===== src/rtl/alu_mul_seq_pkg.sv =====
// Shared constants for the shift-and-add multiply sequencer: ALU opcodes,
// FSM state encoding and a small state-decode helper.
package alu_mul_seq_pkg;

  localparam int DATA_W = 16;

  localparam logic [2:0] ALU_AND = 3'b000;
  localparam logic [2:0] ALU_ADD = 3'b001;
  localparam logic [2:0] ALU_SUB = 3'b010;
  localparam logic [2:0] ALU_SLL = 3'b011;
  localparam logic [2:0] ALU_SRL = 3'b100;
  localparam logic [2:0] ALU_NOP = 3'b111;

  typedef enum logic [2:0] {
    ST_IDLE  = 3'd0,
    ST_EVAL  = 3'd1,
    ST_ADD   = 3'd2,
    ST_SHIFT = 3'd3,
    ST_DONE  = 3'd4
  } mul_state_t;

  function automatic logic is_busy(input mul_state_t s);
    return (s == ST_EVAL) || (s == ST_ADD) || (s == ST_SHIFT);
  endfunction

  function automatic logic uses_alu(input mul_state_t s);
    return (s == ST_ADD) || (s == ST_SHIFT);
  endfunction

endpackage


===== src/rtl/alu_mul_seq_if.sv =====
// Pipeline-side request/result signals plus the shared-ALU port bundle.
// Optional ALU arbitration handshake is present only with MUL_ALU_SHARE_EN.
interface alu_mul_seq_if;
  import alu_mul_seq_pkg::*;

  logic              start;
  logic [DATA_W-1:0] a;
  logic [DATA_W-1:0] b;
  logic              busy;
  logic              done;
  logic [DATA_W-1:0] product;
  logic [DATA_W-1:0] alu_a;
  logic [DATA_W-1:0] alu_b;
  logic [2:0]        alu_op;
  logic [DATA_W-1:0] alu_result;
`ifdef MUL_ALU_SHARE_EN
  logic              alu_req;
  logic              alu_gnt;
`endif

`ifdef MUL_ALU_SHARE_EN
  modport master (
    output start, a, b, alu_result, alu_gnt,
    input  busy, done, product, alu_a, alu_b, alu_op, alu_req
  );
  modport slave (
    input  start, a, b, alu_result, alu_gnt,
    output busy, done, product, alu_a, alu_b, alu_op, alu_req
  );
`else
  modport master (
    output start, a, b, alu_result,
    input  busy, done, product, alu_a, alu_b, alu_op
  );
  modport slave (
    input  start, a, b, alu_result,
    output busy, done, product, alu_a, alu_b, alu_op
  );
`endif

endinterface


===== src/rtl/alu_mul_seq.sv =====
// 16-bit (a*b) mod 2^16 multiplier that borrows the shared ALU for every add
// and shift. Define MUL_ALU_SHARE_EN to arbitrate for the ALU via alu_req/alu_gnt.
module alu_mul_seq
  import alu_mul_seq_pkg::*;
(
  input  logic          clk,
  input  logic          reset,
  alu_mul_seq_if.slave  bus
);

  mul_state_t        state_q, state_d;
  logic [DATA_W-1:0] acc_q, acc_d;
  logic [DATA_W-1:0] mcand_q, mcand_d;
  logic [DATA_W-1:0] mplier_q, mplier_d;
  logic [DATA_W-1:0] product_q, product_d;
  logic              busy_q, busy_d;
  logic              done_q, done_d;
  logic              step_ok;

  // ADD/SHIFT may only commit once the ALU result really belongs to us.
`ifdef MUL_ALU_SHARE_EN
  assign step_ok = bus.alu_gnt;
`else
  assign step_ok = 1'b1;
`endif

  always_comb begin
    state_d   = state_q;
    acc_d     = acc_q;
    mcand_d   = mcand_q;
    mplier_d  = mplier_q;
    product_d = product_q;
    case (state_q)
      ST_IDLE: begin
        if (bus.start) begin
          acc_d    = '0;
          mcand_d  = bus.a;
          mplier_d = bus.b;
          state_d  = ST_EVAL;
        end
      end
      ST_EVAL: begin
        if (mplier_q == '0) begin
          product_d = acc_q;
          state_d   = ST_DONE;
        end else if (mplier_q[0]) begin
          state_d = ST_ADD;
        end else begin
          state_d = ST_SHIFT;
        end
      end
      ST_ADD: begin
        if (step_ok) begin
          acc_d   = bus.alu_result;
          state_d = ST_SHIFT;
        end
      end
      ST_SHIFT: begin
        if (step_ok) begin
          mcand_d  = bus.alu_result;
          mplier_d = mplier_q >> 1;
          state_d  = ST_EVAL;
        end
      end
      ST_DONE: state_d = ST_IDLE;
      default: state_d = ST_IDLE;
    endcase
    busy_d = is_busy(state_d);
    done_d = (state_d == ST_DONE);
  end

  always_ff @(posedge clk) begin
    if (!reset) begin
      state_q   <= ST_IDLE;
      acc_q     <= '0;
      mcand_q   <= '0;
      mplier_q  <= '0;
      product_q <= '0;
      busy_q    <= 1'b0;
      done_q    <= 1'b0;
    end else begin
      state_q   <= state_d;
      acc_q     <= acc_d;
      mcand_q   <= mcand_d;
      mplier_q  <= mplier_d;
      product_q <= product_d;
      busy_q    <= busy_d;
      done_q    <= done_d;
    end
  end

  // ALU drive decodes straight from the current state.
  always_comb begin
    bus.alu_op = ALU_NOP;
    bus.alu_a  = '0;
    bus.alu_b  = '0;
    case (state_q)
      ST_ADD: begin
        bus.alu_op = ALU_ADD;
        bus.alu_a  = acc_q;
        bus.alu_b  = mcand_q;
      end
      ST_SHIFT: begin
        bus.alu_op = ALU_SLL;
        bus.alu_a  = mcand_q;
        bus.alu_b  = 16'd1;
      end
      default: begin
        bus.alu_op = ALU_NOP;
        bus.alu_a  = '0;
        bus.alu_b  = '0;
      end
    endcase
  end

`ifdef MUL_ALU_SHARE_EN
  assign bus.alu_req = uses_alu(state_q);
`endif

  assign bus.busy    = busy_q;
  assign bus.done    = done_q;
  assign bus.product = product_q;

endmodule


===== src/flat_wrapper.sv =====
// flat-port wrapper written by rule: the top's interface ports become plain ports
module alu_mul_seq_flat import alu_mul_seq_pkg::*;
  (clk, reset, bus_start, bus_a, bus_b, bus_alu_result, bus_busy, bus_done, bus_product, bus_alu_a, bus_alu_b, bus_alu_op);
  alu_mul_seq_if bus_i ();
  input  logic clk;
  input  logic reset;
  input wire logic [$bits(bus_i.start)-1:0] bus_start;
  input wire logic [$bits(bus_i.a)-1:0] bus_a;
  input wire logic [$bits(bus_i.b)-1:0] bus_b;
  input wire logic [$bits(bus_i.alu_result)-1:0] bus_alu_result;
  output wire logic [$bits(bus_i.busy)-1:0] bus_busy;
  output wire logic [$bits(bus_i.done)-1:0] bus_done;
  output wire logic [$bits(bus_i.product)-1:0] bus_product;
  output wire logic [$bits(bus_i.alu_a)-1:0] bus_alu_a;
  output wire logic [$bits(bus_i.alu_b)-1:0] bus_alu_b;
  output wire logic [$bits(bus_i.alu_op)-1:0] bus_alu_op;
  assign bus_i.start = bus_start;
  assign bus_i.a = bus_a;
  assign bus_i.b = bus_b;
  assign bus_i.alu_result = bus_alu_result;
  assign bus_busy = bus_i.busy;
  assign bus_done = bus_i.done;
  assign bus_product = bus_i.product;
  assign bus_alu_a = bus_i.alu_a;
  assign bus_alu_b = bus_i.alu_b;
  assign bus_alu_op = bus_i.alu_op;
  alu_mul_seq u_core (.clk(clk), .reset(reset), .bus(bus_i));
endmodule

===== config.mk =====
export PLATFORM = sky130hd
export DESIGN_NAME = alu_mul_seq_flat
export DESIGN_NICKNAME = d
export VERILOG_FILES = /design/src/rtl/alu_mul_seq_pkg.sv /design/src/rtl/alu_mul_seq_if.sv /design/src/rtl/alu_mul_seq.sv /design/src/flat_wrapper.sv
export SDC_FILE = /design/constraint.sdc
export NUM_CORES = 1
export LEC_CHECK = 0
export CAP_MARGIN = 20
export CORE_MARGIN = 5
export CORE_UTILIZATION = 40
export DETAILED_ROUTE_END_ITERATION = 10
export PLACE_DENSITY = 0.7
export SLEW_MARGIN = 10
export SYNTH_ARGS = -nofsm -noshare
export SYNTH_HDL_FRONTEND = slang
export SYNTH_SLANG_ARGS = --single-unit
export TNS_END_PERCENT = 30

===== constraint.sdc =====
create_clock -name clk -period 3 [get_ports clk]
set_input_delay 0.45 -clock clk [delete_from_list [all_inputs] [get_ports clk]]
set_output_delay 0.45 -clock clk [all_outputs]
set_load 0.01 [all_outputs]

# Word level (Yosys, flattened, before mapping)

Index checks and enable logic that the tools add are counted.

ROM bits: 0
Word-level logic and storage cells: 37
Flip-flop bits (word level): 69
Output and inout bits: 53
Bits in latches: 0
Memories: 0
Input bits: 51
Memory bits (writable): 0

Mux-type cells: 13
Add/sub/neg operators: 0
Order comparisons: 0
Divide/modulo/power cells: 0
$mul: 0
Eq/ne operators: 8
Reduce and logical (&&, ||, !) cells: 9
Shift-type cells: 0
Bitwise logic cells: 0

Operators by type and width:

| kind                                           | count |
|---|---|
| one-hot mux 16 bit (2 select lines)            | 5 |
| 2-to-1 mux 16 bit                              | 3 |
| logical NOT 16 bit                             | 1 |
| == test 3 x 2 -> 1 bit (second input constant) | 4 |
| one-hot mux 3 bit (4 select lines)             | 1 |
| == test 3 x 1 -> 1 bit (second input constant) | 2 |
| 2-to-1 mux 3 bit                               | 2 |
| one-hot mux 3 bit (2 select lines)             | 1 |
| AND reduction 2 bit                            | 3 |
| nonzero test 2 bit                             | 2 |
| == test 3 bit (second input constant)          | 1 |
| logical NOT 3 bit                              | 1 |
| logical OR 1 bit                               | 2 |
| != test 2 bit (second input constant)          | 1 |
| 2-to-1 mux 1 bit                               | 1 |

# Depth between registers and ports, before layout

Word-level depth: 6
Gate-level depth with buffers: 6
Gate-level depth less buffers: 4

# Least setup slack after synthesis

No wires, ideal clock.

Kind: reg2out
Start: register u_core.state_q[2]
End: output bus_alu_a[0]
Path buffers: 2
Cell stages (with the launch flop): 5
Arrival time: 1.225 ns
Path slack: 1.325 ns
Required time: 2.550 ns
Path through: dfxtp_1 nand2b_1 clkbuf_1 clkbuf_1 nor2_1

Longest elaborated chain between the ends: 2
Elaborated cells on any way between the ends: 3
Classes of those cells: eq/ne: 2; mux: 1

Ends and longest elaborated chain:

| item                                    | line               | text |
|---|---|---|
| start, declared                         | alu_mul_seq.sv:11  | `mul_state_t state_q, state_d;` |
| start signal, assigned                  | alu_mul_seq.sv:82  | `state_q <= state_d;` |
| == test 3 x 2 -> 1 bit                  | alu_mul_seq.sv:97  | `case (state_q)` |
| one-hot mux 16 bit (2 select lines) (*) | alu_mul_seq.sv:97  |  |
| end, declared                           | flat_wrapper.sv:14 | `output wire logic [$bits(bus_i.alu_a)-1:0] bus_alu_a;` |

Every way passes the cells marked *; elsewhere a longest branch is shown, timed or not.

# Final worst setup path

Start: register u_core.state_q[0]
End: output bus_alu_b[6]

Longest elaborated chain between the ends: 2
Elaborated cells on any way between the ends: 3
Classes of those cells: eq/ne: 2; mux: 1

Ends and longest elaborated chain:

| item                                    | line               | text |
|---|---|---|
| == test 3 x 2 -> 1 bit                  | alu_mul_seq.sv:97  |  |
| one-hot mux 16 bit (2 select lines) (*) | alu_mul_seq.sv:97  |  |
| end, declared                           | flat_wrapper.sv:15 | `output wire logic [$bits(bus_i.alu_b)-1:0] bus_alu_b;` |

Marked as above.

==> run summary <==
Cell-by-cell trace of the critical path = buf_4 -> nor3b_4 -> buf_4 -> and2_1 -> clkdlybuf4s50_1
Kind of cell adding the most delay to the critical path = buffers and inverters
Crit path largest cell delay = 0.55 ns
Placement-stage cell area = 0.00437 mm^2
Arrival @ worst endpoint = 2.12 ns
HP Class = register to register
Post-route DRC = 0
Number of inserted diodes = 0
Type of element launching the critical path = register
Net load switching power = 914 uW
Hold Fails Final Rpt = 0
Worst path buffer plus inverter count = 3
Net Sw Frac = 32.5%
Global-route congestion overflow total = 0
Total internal power = 1900 uW
Number of global-route vias before repair = 2784
Min Hold Slack = 0.458 ns
Total number of clock tree sinks = 69
Clock-pin slew reported for the worst setup and hold paths after clock tree synthesis = 0.07 ns
Routed wirelength normalized by instance count = 15.7 um
Synthesized flop and latch total = 69
GR Util All Layers = 17.6%
Leakage Power = 0.00197 uW
Seq/Total Area, Yosys = 41.8%
Post-CTS Setup Bufs = 0
Routed via count = 2784
Buffer cell driving the clock tree root = sky130_fd_sc_hd__clkbuf_8
Final period util = 85.7%
Sum Neg Setup Slack = 0 ns
Worst Path Class, Setup = register to primary output
Final setup viols = 0
Run status = completed
Total Die Area = 0.0102 mm^2
Most frequent standard cell in the layout excluding fill and tap cells = sky130_fd_sc_hd__clkdlybuf4s50_1
Total wire length = 8.67 mm
Min Clock Period, post-route = 2.57 ns
Transition time at the pin with the least slew margin = 0.702 ns
Number of antenna violations at the first check in global routing = 0
Maximum clock path buffer count = 2
Number of input and output port buffers inserted = 102
Initial standard-cell utilization of the core = 40.6%
Commonest cells after routing, fill and taps aside = sky130_fd_sc_hd__clkdlybuf4s50_1 (101), sky130_fd_sc_hd__dfxtp_1 (69), sky130_fd_sc_hd__mux2i_1 (64), sky130_fd_sc_hd__nand2_1 (64), sky130_fd_sc_hd__o211a_1 (31)
Number of buffers inserted for hold repair after clock tree synthesis = 0
Number of design-rule violations left by the first detailed-router iteration = 103
Worst vdd rail ir drop = 0.338 mV
Area contributors post-synth = sky130_fd_sc_hd__dfxtp_1 (42%), sky130_fd_sc_hd__mux2i_1 (19%), sky130_fd_sc_hd__o211a_1 (9.4%), sky130_fd_sc_hd__nand2_1 (7.3%), sky130_fd_sc_hd__a22oi_1 (3.6%)
Number of placed I/O pins = 104
Critical-path top delay cell = sky130_fd_sc_hd__clkdlybuf4s50_1
Seq pwr share = 40.9%
Required time of the critical path = 2.55 ns
Row count = 33
Clock tree skew after final layout = 0.00623 ns
Worst slew slack as a fraction of its limit = 53.2%
Yosys warning count = 0
Post-Syn Nets = 399
Post-synthesis instance area = 0.00330 mm^2
Crit-path most repeated cell = sky130_fd_sc_hd__buf_4
Number of levels in the clock H-tree = 3
Average via count per standard cell = 5.05
Max-slew violation count = 0
F_max = 0.389 GHz
Clock power share = 27.1%
Net total in the final layout = 492
Number of max-capacitance violations reported = 0
Area growth, synth to finish = 38.5%
Die Ht = 101 um
Clock buffers created by TritonCTS = 9
Highest net fanout along the worst path = 33
Layout cells sized above 1 = 7.17%
Final antenna-violating net count = 0
Combinational fraction of design power = 32.1%
Power Density = 615 mW/mm^2
Number of distinct library cells after synthesis = 29
Number of iterations in the first detailed-routing pass = 4
Instance count of the mapped netlist = 348
Summed area of non-filler cells in the final layout = 0.00457 mm^2
Core area = 0.00813 mm^2
Clock tree from TritonCTS = done
Pin count of the biggest net entering global routing = 43
Clock latency of the later-clocked register in the worst-skew pair = 0.34 ns
RSZ-0062 raised after global routing = false
HPWL after detailed placement = 6.24 mm
Gp weighted congestion = 0.793
Global-route wire length before repair = 13.9 mm
Critical path capture point type = primary output
Width of the chip = 101 um
Proportion of netlist area held by the largest area contributor = 41.8%
Post-cts sizing count = 0
Cell taking the most area after synthesis = sky130_fd_sc_hd__dfxtp_1
Avg Synthesized Cell Area = 9.49 um^2
## final cells by class
class	instances	area (um^2)
sequential	69	1380
tap	105	131
multi-input combinational	248	1770
timing repair buffer	112	1090
inverter	1	3.75
clock buffer	10	138
fill	737	3560
clock inverter	6	62.6
## through the flow
stage / total power, uW / cells / util [%] / setup slack [ns]
2_1_floorplan: 1800 / 348 / - / 1.33
3_5_place_dp: 2080 / 535 / 53.8 / 0.719
5_1_grt: 2990 / 551 / 56.2 / 0.298
4_1_cts: 2840 / 551 / 56.2 / 0.411
6_report: 2810 / 551 / 56.2 / 0.428
3_3_place_gp: 2060 / 535 / 53.8 / 0.804
## logic make-up after synthesis
family	after synthesis	share of synthesized area (%)
and+or+nand+nor	132	19.7
DFF	69	41.8
muxes	64	19.4
AOI/OAI and AO/OA	51	13.9
buffers and inverters	31	5.04
other	1	0.114
## power by group through the flow
stage	clock (uW)	combinational (uW)	sequential (uW)
detailed placement	0	910	1170
global placement	0	894	1170
CTS	782	913	1150
global route	822	994	1170
floorplan	0	661	1140
finish	761	902	1150
## flip-flops by register name (all words and copies together), names as in the netlist
register,flops
u_core.mplier_q,16
u_core.acc_q,16
u_core.mcand_q,16
u_core.bus.product,16
u_core.bus.busy,1
u_core.state_q,3
u_core.bus.done,1
## tightest hold or removal path: cells and delay by family, from the launching register on
| kind | cells | cell delay, ns |
|---|---|---|
| muxes | 1 | 0.05 |
| DFF | 1 | 0.31 |
| and+or+nand+nor | 1 | 0.05 |
## synth_stat cells
library cell and instances:
sky130_fd_sc_hd__nand2b_1 2, sky130_fd_sc_hd__o211a_1 31, sky130_fd_sc_hd__nor3b_2 1, sky130_fd_sc_hd__buf_1 1, sky130_fd_sc_hd__a21boi_1 2, sky130_fd_sc_hd__nand4_2 1
sky130_fd_sc_hd__dfxtp_1 69, sky130_fd_sc_hd__nand3b_1 1, sky130_fd_sc_hd__nor4b_1 1, sky130_fd_sc_hd__nor2_2 1, sky130_fd_sc_hd__nand2_1 64, sky130_fd_sc_hd__a22oi_1 16
sky130_fd_sc_hd__inv_1 1, sky130_fd_sc_hd__clkbuf_1 18, sky130_fd_sc_hd__nor3b_1 1, sky130_fd_sc_hd__buf_4 1, sky130_fd_sc_hd__nor2_1 20, sky130_fd_sc_hd__conb_1 1
sky130_fd_sc_hd__buf_2 6, sky130_fd_sc_hd__or3b_1 1, sky130_fd_sc_hd__nor2b_1 17, sky130_fd_sc_hd__mux2i_1 64, sky130_fd_sc_hd__and2_1 17, sky130_fd_sc_hd__nor4_1 4
sky130_fd_sc_hd__a211oi_1 1, sky130_fd_sc_hd__buf_12 1, sky130_fd_sc_hd__o21bai_1 1, sky130_fd_sc_hd__buf_6 3, sky130_fd_sc_hd__nor2_8 1
## worst paths after layout
path                                          to                                 from  slack, ns  cells past startpoint
max                                 bus_alu_b[6]         u_core.state_q[0]$_SDFF_PN0_       0.43                      5
min          u_core.bus.product[12]$_SDFFE_PN0N_  u_core.bus.product[12]$_SDFFE_PN0N_       0.46                      2
max reg2reg         u_core.acc_q[1]$_SDFFE_PN0P_         u_core.state_q[0]$_SDFF_PN0_       1.17                      6
min reg2reg  u_core.bus.product[12]$_SDFFE_PN0N_  u_core.bus.product[12]$_SDFFE_PN0N_       0.46                      2
## layer usage
layer  part of all wire, %  GRT usage (%)
met1                    44           21.1
met5                     0              0
met2                    51           29.8
met3                   4.4           5.61
met4                   1.3           5.39
No activity file was read; power rests on OpenSTA's default activity.
